### src/rtl/ifetch_queue.sv
// Instruction fetch queue: sequential PC generation, one-cycle memory response capture and a DEPTH-entry {pc, instr} FIFO.
// Optional performance counters are compiled in with IFETCH_QUEUE_PERF_EN.
module ifetch_queue #(
    parameter logic [31:0] RESET_PC = 32'h0000_0000,
    parameter int          DEPTH    = 4,
    parameter int          IMEM_AW  = 9
) (
    input  logic                clk,
    input  logic                reset,
    input  logic                redirect,
    input  logic [31:0]         redirect_pc,
    output logic                imem_req,
    output logic [IMEM_AW-1:0]  imem_addr,
    input  logic [31:0]         imem_rdata,
    output logic                out_valid,
    input  logic                out_ready,
    output logic [31:0]         out_pc,
    output logic [31:0]         out_instr
`ifdef IFETCH_QUEUE_PERF_EN
    ,
    output logic [31:0]         perf_fetch_cnt,
    output logic [31:0]         perf_stall_cnt
`endif
);

    localparam int PW = $clog2(DEPTH);
    localparam int CW = PW + 1;
    localparam logic [31:0] RESET_PC_ALIGNED = {RESET_PC[31:2], 2'b00};

    logic [31:0]   fetch_pc_r;
    logic          inflight_r;
    logic [31:0]   inflight_pc_r;
    logic [31:0]   pc_mem_r    [DEPTH];
    logic [31:0]   instr_mem_r [DEPTH];
    logic [PW-1:0] rd_ptr_r;
    logic [PW-1:0] wr_ptr_r;
    logic [CW-1:0] count_r;

    logic          pop_s;
    logic          push_s;
    logic [CW:0]   occupancy_s;
    logic          redirect_lsb_unused_s;

    assign redirect_lsb_unused_s = ^redirect_pc[1:0];

    // Handshake, request gating and head-of-queue presentation.
    always_comb begin
        out_valid   = (!reset) && (count_r != {CW{1'b0}});
        pop_s       = out_valid && out_ready;
        // A response is only accepted if no redirect kills it this cycle.
        push_s      = inflight_r && !redirect;
        // Slots already promised: stored entries plus the pending response, minus the one leaving now.
        occupancy_s = (CW+1)'(count_r) + (CW+1)'(inflight_r) - (CW+1)'(pop_s);
        imem_req    = (!reset) && (!redirect) && (occupancy_s < (CW+1)'(DEPTH));
        imem_addr   = fetch_pc_r[IMEM_AW+1:2];
        if (out_valid) begin
            out_pc    = pc_mem_r[rd_ptr_r];
            out_instr = instr_mem_r[rd_ptr_r];
        end else begin
            out_pc    = 32'h0000_0000;
            out_instr = 32'h0000_0000;
        end
    end

    // Fetch PC, inflight tracking and FIFO storage.
    always_ff @(posedge clk) begin
        if (reset) begin
            fetch_pc_r    <= RESET_PC_ALIGNED;
            inflight_r    <= 1'b0;
            inflight_pc_r <= 32'h0000_0000;
            rd_ptr_r      <= {PW{1'b0}};
            wr_ptr_r      <= {PW{1'b0}};
            count_r       <= {CW{1'b0}};
        end else if (redirect) begin
            // A coincident pop has already been taken by decode; everything else is dropped.
            fetch_pc_r    <= {redirect_pc[31:2], 2'b00};
            inflight_r    <= 1'b0;
            rd_ptr_r      <= {PW{1'b0}};
            wr_ptr_r      <= {PW{1'b0}};
            count_r       <= {CW{1'b0}};
        end else begin
            if (imem_req) begin
                fetch_pc_r    <= fetch_pc_r + 32'd4;
                inflight_r    <= 1'b1;
                inflight_pc_r <= fetch_pc_r;
            end else begin
                inflight_r    <= 1'b0;
            end
            if (push_s) begin
                pc_mem_r[wr_ptr_r]    <= inflight_pc_r;
                instr_mem_r[wr_ptr_r] <= imem_rdata;
                wr_ptr_r              <= wr_ptr_r + PW'(1'b1);
            end
            if (pop_s) begin
                rd_ptr_r <= rd_ptr_r + PW'(1'b1);
            end
            count_r <= count_r + CW'(push_s) - CW'(pop_s);
        end
    end

`ifdef IFETCH_QUEUE_PERF_EN
    // Delivered-instruction and empty-output cycle counters, free-running modulo 2^32.
    always_ff @(posedge clk) begin
        if (reset) begin
            perf_fetch_cnt <= 32'h0000_0000;
            perf_stall_cnt <= 32'h0000_0000;
        end else begin
            if (pop_s) begin
                perf_fetch_cnt <= perf_fetch_cnt + 32'd1;
            end
            if (!out_valid) begin
                perf_stall_cnt <= perf_stall_cnt + 32'd1;
            end
        end
    end
`endif

endmodule

### config.mk
export PLATFORM = sky130hd
export DESIGN_NAME = ifetch_queue
export DESIGN_NICKNAME = d
export VERILOG_FILES = /design/src/rtl/ifetch_queue.sv
export SDC_FILE = /design/constraint.sdc
export NUM_CORES = 1
export LEC_CHECK = 0
export CAP_MARGIN = 20
export CELL_PAD_IN_SITES_DETAIL_PLACEMENT = 2
export CELL_PAD_IN_SITES_GLOBAL_PLACEMENT = 2
export CORE_ASPECT_RATIO = 2
export CORE_MARGIN = 10
export CORE_UTILIZATION = 44
export DETAILED_ROUTE_END_ITERATION = 8
export PLACE_DENSITY = 0.84
export SYNTH_ARGS = -nofsm -noshare
export SYNTH_HDL_FRONTEND = slang
export SYNTH_SLANG_ARGS = --single-unit
### constraint.sdc
create_clock -name clk -period 5.4 [get_ports clk]
set_clock_uncertainty 0.05 [all_clocks]
set_input_delay 0.54 -clock clk [delete_from_list [all_inputs] [get_ports clk]]
set_output_delay 0.54 -clock clk [all_outputs]
set_load 0.05 [all_outputs]
# Yosys cells after proc, flatten, opt, wreduce, memory -nomap -nowiden
# Memories as Yosys holds them, arrays and structs flattened. A register that Yosys moved wholly into a read port is not among the register bits.
# Index checks and enable logic that the tools add are counted.
# word_totals
ff_bits	72
latch_bits	0
ram_bits	256
rom_bits	0
input_bits	68
out_inout_bits	75
n_memories	2
# op_classes
add_sub_neg	7
n_mul	0
div_mod_pow	0
magnitude_cmp	1
eq_ne	0
n_shift	0
muxes	13
bitwise	1
n_reduce_logical	11
# mem_list
memory	words	width	read_ports	rd_ports_with_merged_regs	wr	line_no	text
instr_mem_r	4	32	1	1	1	34	logic [31:0] instr_mem_r [DEPTH];
pc_mem_r	4	32	1	1	1	33	logic [31:0] pc_mem_r [DEPTH];
# op_table
op	count
$mux W32	4
$add A32 B3 Y32 const B	1
$mux W2	4
$logic_and A1 B1 Y1	5
$mux W1	5
$add A2 B1 Y2 const B	2
$add A3 B1 Y4	1
$lt A4 B3 Y1 const B	1
$sub A4 B1 Y4	1
$add A3 B1 Y3	1
$reduce_bool A3 Y1	1
$sub A3 B1 Y3	1
$logic_not A1 Y1	2
$reduce_and A2 Y1	1
$reduce_bool A2 Y1	1
$reduce_or A2 Y1	1
$not A1 Y1	1

# Logic depth before layout (Yosys ltp)
# logic_depth
ltp_word	8
ltp_mapped	12
mapped_depth_nobuf	10

# Least setup slack after synthesis
# No wires, ideal clock.
# synth_timing
kind	input-to-output
start	in reset
end	out imem_req
arrival_ns	2.836
t_required_ns	4.810
path_slack_ns	1.974
path_stages	10
path_buffers	2
cell_sequence	inv_1 o21a_1 nand2_1 or2_2 ha_1 a31oi_1 or4b_4 buf_6 a21oi_2 buf_4
# synth_via
elab_chain_cells	6
elab_cells_between_ends	7
cone_classes	1 x add/sub; 1 x order compare; 5 x reduce/logical
# synth_rtl
element	line_no	text
start: declaration	9	input logic reset,
$logic_not A1 Y1 *	48, 54	
$logic_and A1 B1 Y1	48	out_valid = (!reset) && (count_r != {CW{1'b0}});
$logic_and A1 B1 Y1	49	pop_s = out_valid && out_ready;
$sub A4 B1 Y4	53	occupancy_s = (CW+1)'(count_r) + (CW+1)'(inflight_r) - (CW+1)'(pop_s);
$lt A4 B3 Y1	54	imem_req = (!reset) && (!redirect) && (occupancy_s < (CW+1)'(DEPTH));
$logic_and A1 B1 Y1 *	54	
end: declaration	12	output logic imem_req,
# Every way passes the cells marked *; elsewhere a longest branch is shown, timed or not.

# Worst setup path in the final report
# layout_timing
start	reg count_r[2]
end	out imem_req
# layout_via
elab_chain_cells	6
elab_cells_between_ends	7
cone_classes	2 x add/sub; 1 x order compare; 4 x reduce/logical
# layout_rtl
element	line_no	text
start: declaration	37	logic [CW-1:0] count_r;
start signal: assignment	73	count_r <= {CW{1'b0}};
start signal: assignment	80	count_r <= {CW{1'b0}};
start signal: assignment	97	count_r <= count_r + CW'(push_s) - CW'(pop_s);
branches (longest 3 deep; another with $add A3 B1 Y4)	n/a	
$sub A4 B1 Y4 *	53	
$lt A4 B3 Y1 *	54	
$logic_and A1 B1 Y1 *	54	
# Every way passes the cells marked *.

==> metrics.md <==
| Metric | Value |
|---|---|
| Status | `finished clean` |
| Buffers on Ports | `138` |
| Worst Max-Slew Pin Slew | `975.4 ps` |
| Inserted Diodes | `0` |
| Core area | `28850 um^2` |
| Dominant synthesized flop cell | `edfxtp_1` |
| Worst Hold Path Cells | `3` |
| Post-synthesis cell area | `12850 um^2` |
| Startpoint class of the critical path | `register` |
| Cts hold-fix bufs | `0` |
| Share of power burned in registers | `52.8%` |
| Crit Path Category | `reg -> out` |
| Mapped Cells | `776` |
| Finished Core Util | `53.93%` |
| Final net count | `983` |
| Clk pwr share | `41.5%` |
| Share of flip-flops with an asynchronous set or reset | `0%` |
| Commonest non-fill, non-tap cell in the layout | `edfxtp_1` |
| Sequential fraction of the synthesis area | `68.83%` |
| Clock buffer count from CTS | `28` |
| WHS Endpoint | `fetch_pc_r[29]$_SDFFE_PP0P_` |
| Total number of vias | `7222` |
| Total die area | `36870 um^2` |
| Die Ht | `261.7 um` |
| DPL Wire Length | `23.73 mm` |
| Most frequent cells in the layout | `248 x edfxtp_1, 136 x clkdlybuf4s50_1, 68 x dfxtp_1, 67 x and2_1, 65 x nor2_1` |
| R2R Setup Slk | `1600 ps` |
| Critical Path Slowest Stage Cell | `or4b_4` |
| Die X-Extent | `140.9 um` |
| Number of global-route vias before repair | `8314` |
| Final worst-path cycle share | `77.63%` |
| DRC | `0` |
| Layout cells sized above 1 | `16.27%` |
| Worst R2R End | `inflight_pc_r[12]$_SDFFE_PP0P_` |
| Max Cap Violations | `0` |
| Final worst setup slack | `1208 ps` |
| WP data arrival | `3600 ps` |
| WP data required | `4810 ps` |
| Metal-1 WL | `13.01 mm` |
| Ys Warns | `0` |
| Setup crit end kind | `primary output` |
| Routed Antenna Nets | `0` |
| Lkg Pwr | `5.055 nW` |
| Met2 routed WL | `20.19 mm` |
| Clock buffer depth | `3` |
| Fmax | `238.6 MHz` |
| Number of distinct library cells after synthesis | `54` |
| Met3 WL | `971 um` |
| Clk root buf | `clkbuf_16` |
| Worst hold start | `reset` |
| Power Total | `5.142 mW` |
| Vias per cell | `5.607` |
| Worst relative slew slack | `34.98%` |
| Fin cells | `1288` |
| Core Rows | `88` |
| Critical Path Start | `count_r[2]$_SDFF_PP0_` |
| Setup TNS | `0 ps` |
| Total grt overflow | `0` |
| Net Switching | `1.121 mW` |
| Postcts setup bufs | `0` |
| Slowest stage delay, CP | `770 ps` |
| Unrepaired setup endpoints after global routing | `false` |
| Syn avg cell area | `16.57 um^2` |
| Fin. Hold Viols | `0` |
| Min Tclk post-route | `4192 ps` |
| DP Worst Slack | `1130 ps` |
| Crit path cell chain | `or2_1 > o21a_2 > nand2_1 > or2_2 > ha_1 > a31oi_1 > or4b_4 > a21oi_4 > buf_12` |
| I/O pin count | `143` |
| First-pass DRT Iterations | `4` |
| CTS clk-pin slew, worst paths | `70 ps` |
| Final setup viols | `0` |
| Area post-placement | `14570 um^2` |
| Initial antenna violation count | `0` |
| WP buf/inv | `1` |
| RD Place Congestion | `0.7404` |
| WL final | `34.87 mm` |
| Worst hold path class | `in -> reg` |
| Comb pwr share | `5.6%` |
| CP max FO | `22` |
| WL/cell | `27.07 um` |
| Area growth, synth to finish | `21.01%` |
| Register bit total from synthesis | `318` |
| Pwr dens | `330.5 nW/um^2` |
| Post-route cell area | `15560 um^2` |
| WHS | `404.8 ps` |
| Drt first-iter violations | `383` |
| Maximum number of pins on one net before global-route repair | `66` |
| Maximum vdd ir drop | `0.2098 mV` |
| Global-route wire length before repair | `53.12 mm` |
| Tot GR Track Use | `18.72%` |
| CP delay by family, top | `simple AND/OR/NAND/NOR gates` |
| Post-synth EDFFs | `248` |
| Clock Latency Late Sink | `550 ps` |
| Top Metal Used | `met4` |
| Reg2Reg Depth | `11` |
| Clock sink count | `318` |
| Post-CTS Resized | `0` |
| Pint | `4.021 mW` |
| Placed cells | `1236` |
| H-tree levels | `1` |
| Switching fraction of total power | `21.81%` |
| Max-slew violation count | `0` |
| CTS tree | `done` |
| Starting Density | `44.56%` |
| FF-to-FF Start | `count_r[2]$_SDFF_PP0_` |
-- cell type report --
type	instances	area, um^2
Fill cell	2556	13290
Sequential cell	318	8853
Multi-Input combinational cell	387	3692
Timing Repair Buffer	155	1514
Clock buffer	40	839.6
Tap cell	360	450.4
Clock inverter	12	146.4
Inverter	16	60.06
-- cells in the mapped netlist, types with 9 or more instances --
library cell | instances | area, um^2
a2111oi_2 | 9 | 135.1
a211oi_1 | 14 | 105.1
a311oi_1 | 10 | 87.58
and2_1 | 67 | 419.2
buf_4 | 14 | 105.1
clkbuf_1 | 30 | 112.6
dfxtp_1 | 70 | 1401
edfxtp_1 | 248 | 7447
inv_1 | 16 | 60.06
mux2i_1 | 33 | 330.3
mux4_2 | 62 | 1396
nand2_1 | 17 | 63.81
nand3_1 | 14 | 70.07
nor2_1 | 65 | 244.0
xnor2_1 | 17 | 148.9
-- sequential cells by signal, indices dropped and copies added (netlist names), named ones only --
name,flops
count_r,3
fetch_pc_r,30
inflight_pc_r,30
inflight_r,1
instr_mem_r,128
pc_mem_r,120
rd_ptr_r,2
wr_ptr_r,2
-- metal layers --
| metal | up-vias | global-route usage (%) |
|---|---|---|
| li1 | 3235 | - |
| met1 | 3797 | 20.62 |
| met2 | 154 | 36.36 |
| met3 | 36 | 1.952 |
| met4 | 0 | 5.847 |
| met5 | - | 0 |
-- power groups by stage --
| stage | Combinational (mW) | Sequential, mW | Clock, mW |
|---|---|---|---|
| after global placement | 0.278 | 2.76 | 0 |
| after global routing | 0.310 | 2.72 | 2.27 |
| final | 0.289 | 2.72 | 2.14 |
| after floorplan | 0.179 | 2.75 | 0 |
| after detailed placement | 0.291 | 2.77 | 0 |
| after CTS | 0.294 | 2.72 | 2.18 |
-- worst max path at each step --
stage	cells past startpoint	endpoint	slack, ps
after global routing	9	imem_req	1060
after global placement	10	inflight_pc_r[6]$_SDFFE_PP0P_	1310
final	9	imem_req	1210
after floorplan	10	imem_req	1970
after CTS	9	imem_req	1160
after detailed placement	10	inflight_pc_r[12]$_SDFFE_PP0P_	1130
-- worst register-to-register path, delay by kind of cell, from the launching register on --
kind | cells | cell delay (ps)
adders and majority gates | 1 | 270
buffers and inverters | 1 | 380
DFF | 1 | 390
and+or+nand+nor | 5 | 1440
muxes | 1 | 310
AOI/OAI and AO/OA | 3 | 810
-- logic make-up (layout without fill, tap and decap cells) --
group                      after synthesis  count (layout)  synth area share (%)
xor gates and xnor gates                20              20                 1.363
adders and majority gates                9               9                0.9344
other                                    1               2               0.02917
and+or+nand+nor                        194             194                 7.913
buffers and inverters                   72             223                 2.609
AOI/OAI and AO/OA                       67              67                 4.886
muxes                                   95              95                 13.43
DFF                                    318             318                 68.83
(Power assumes the default switching activity.)
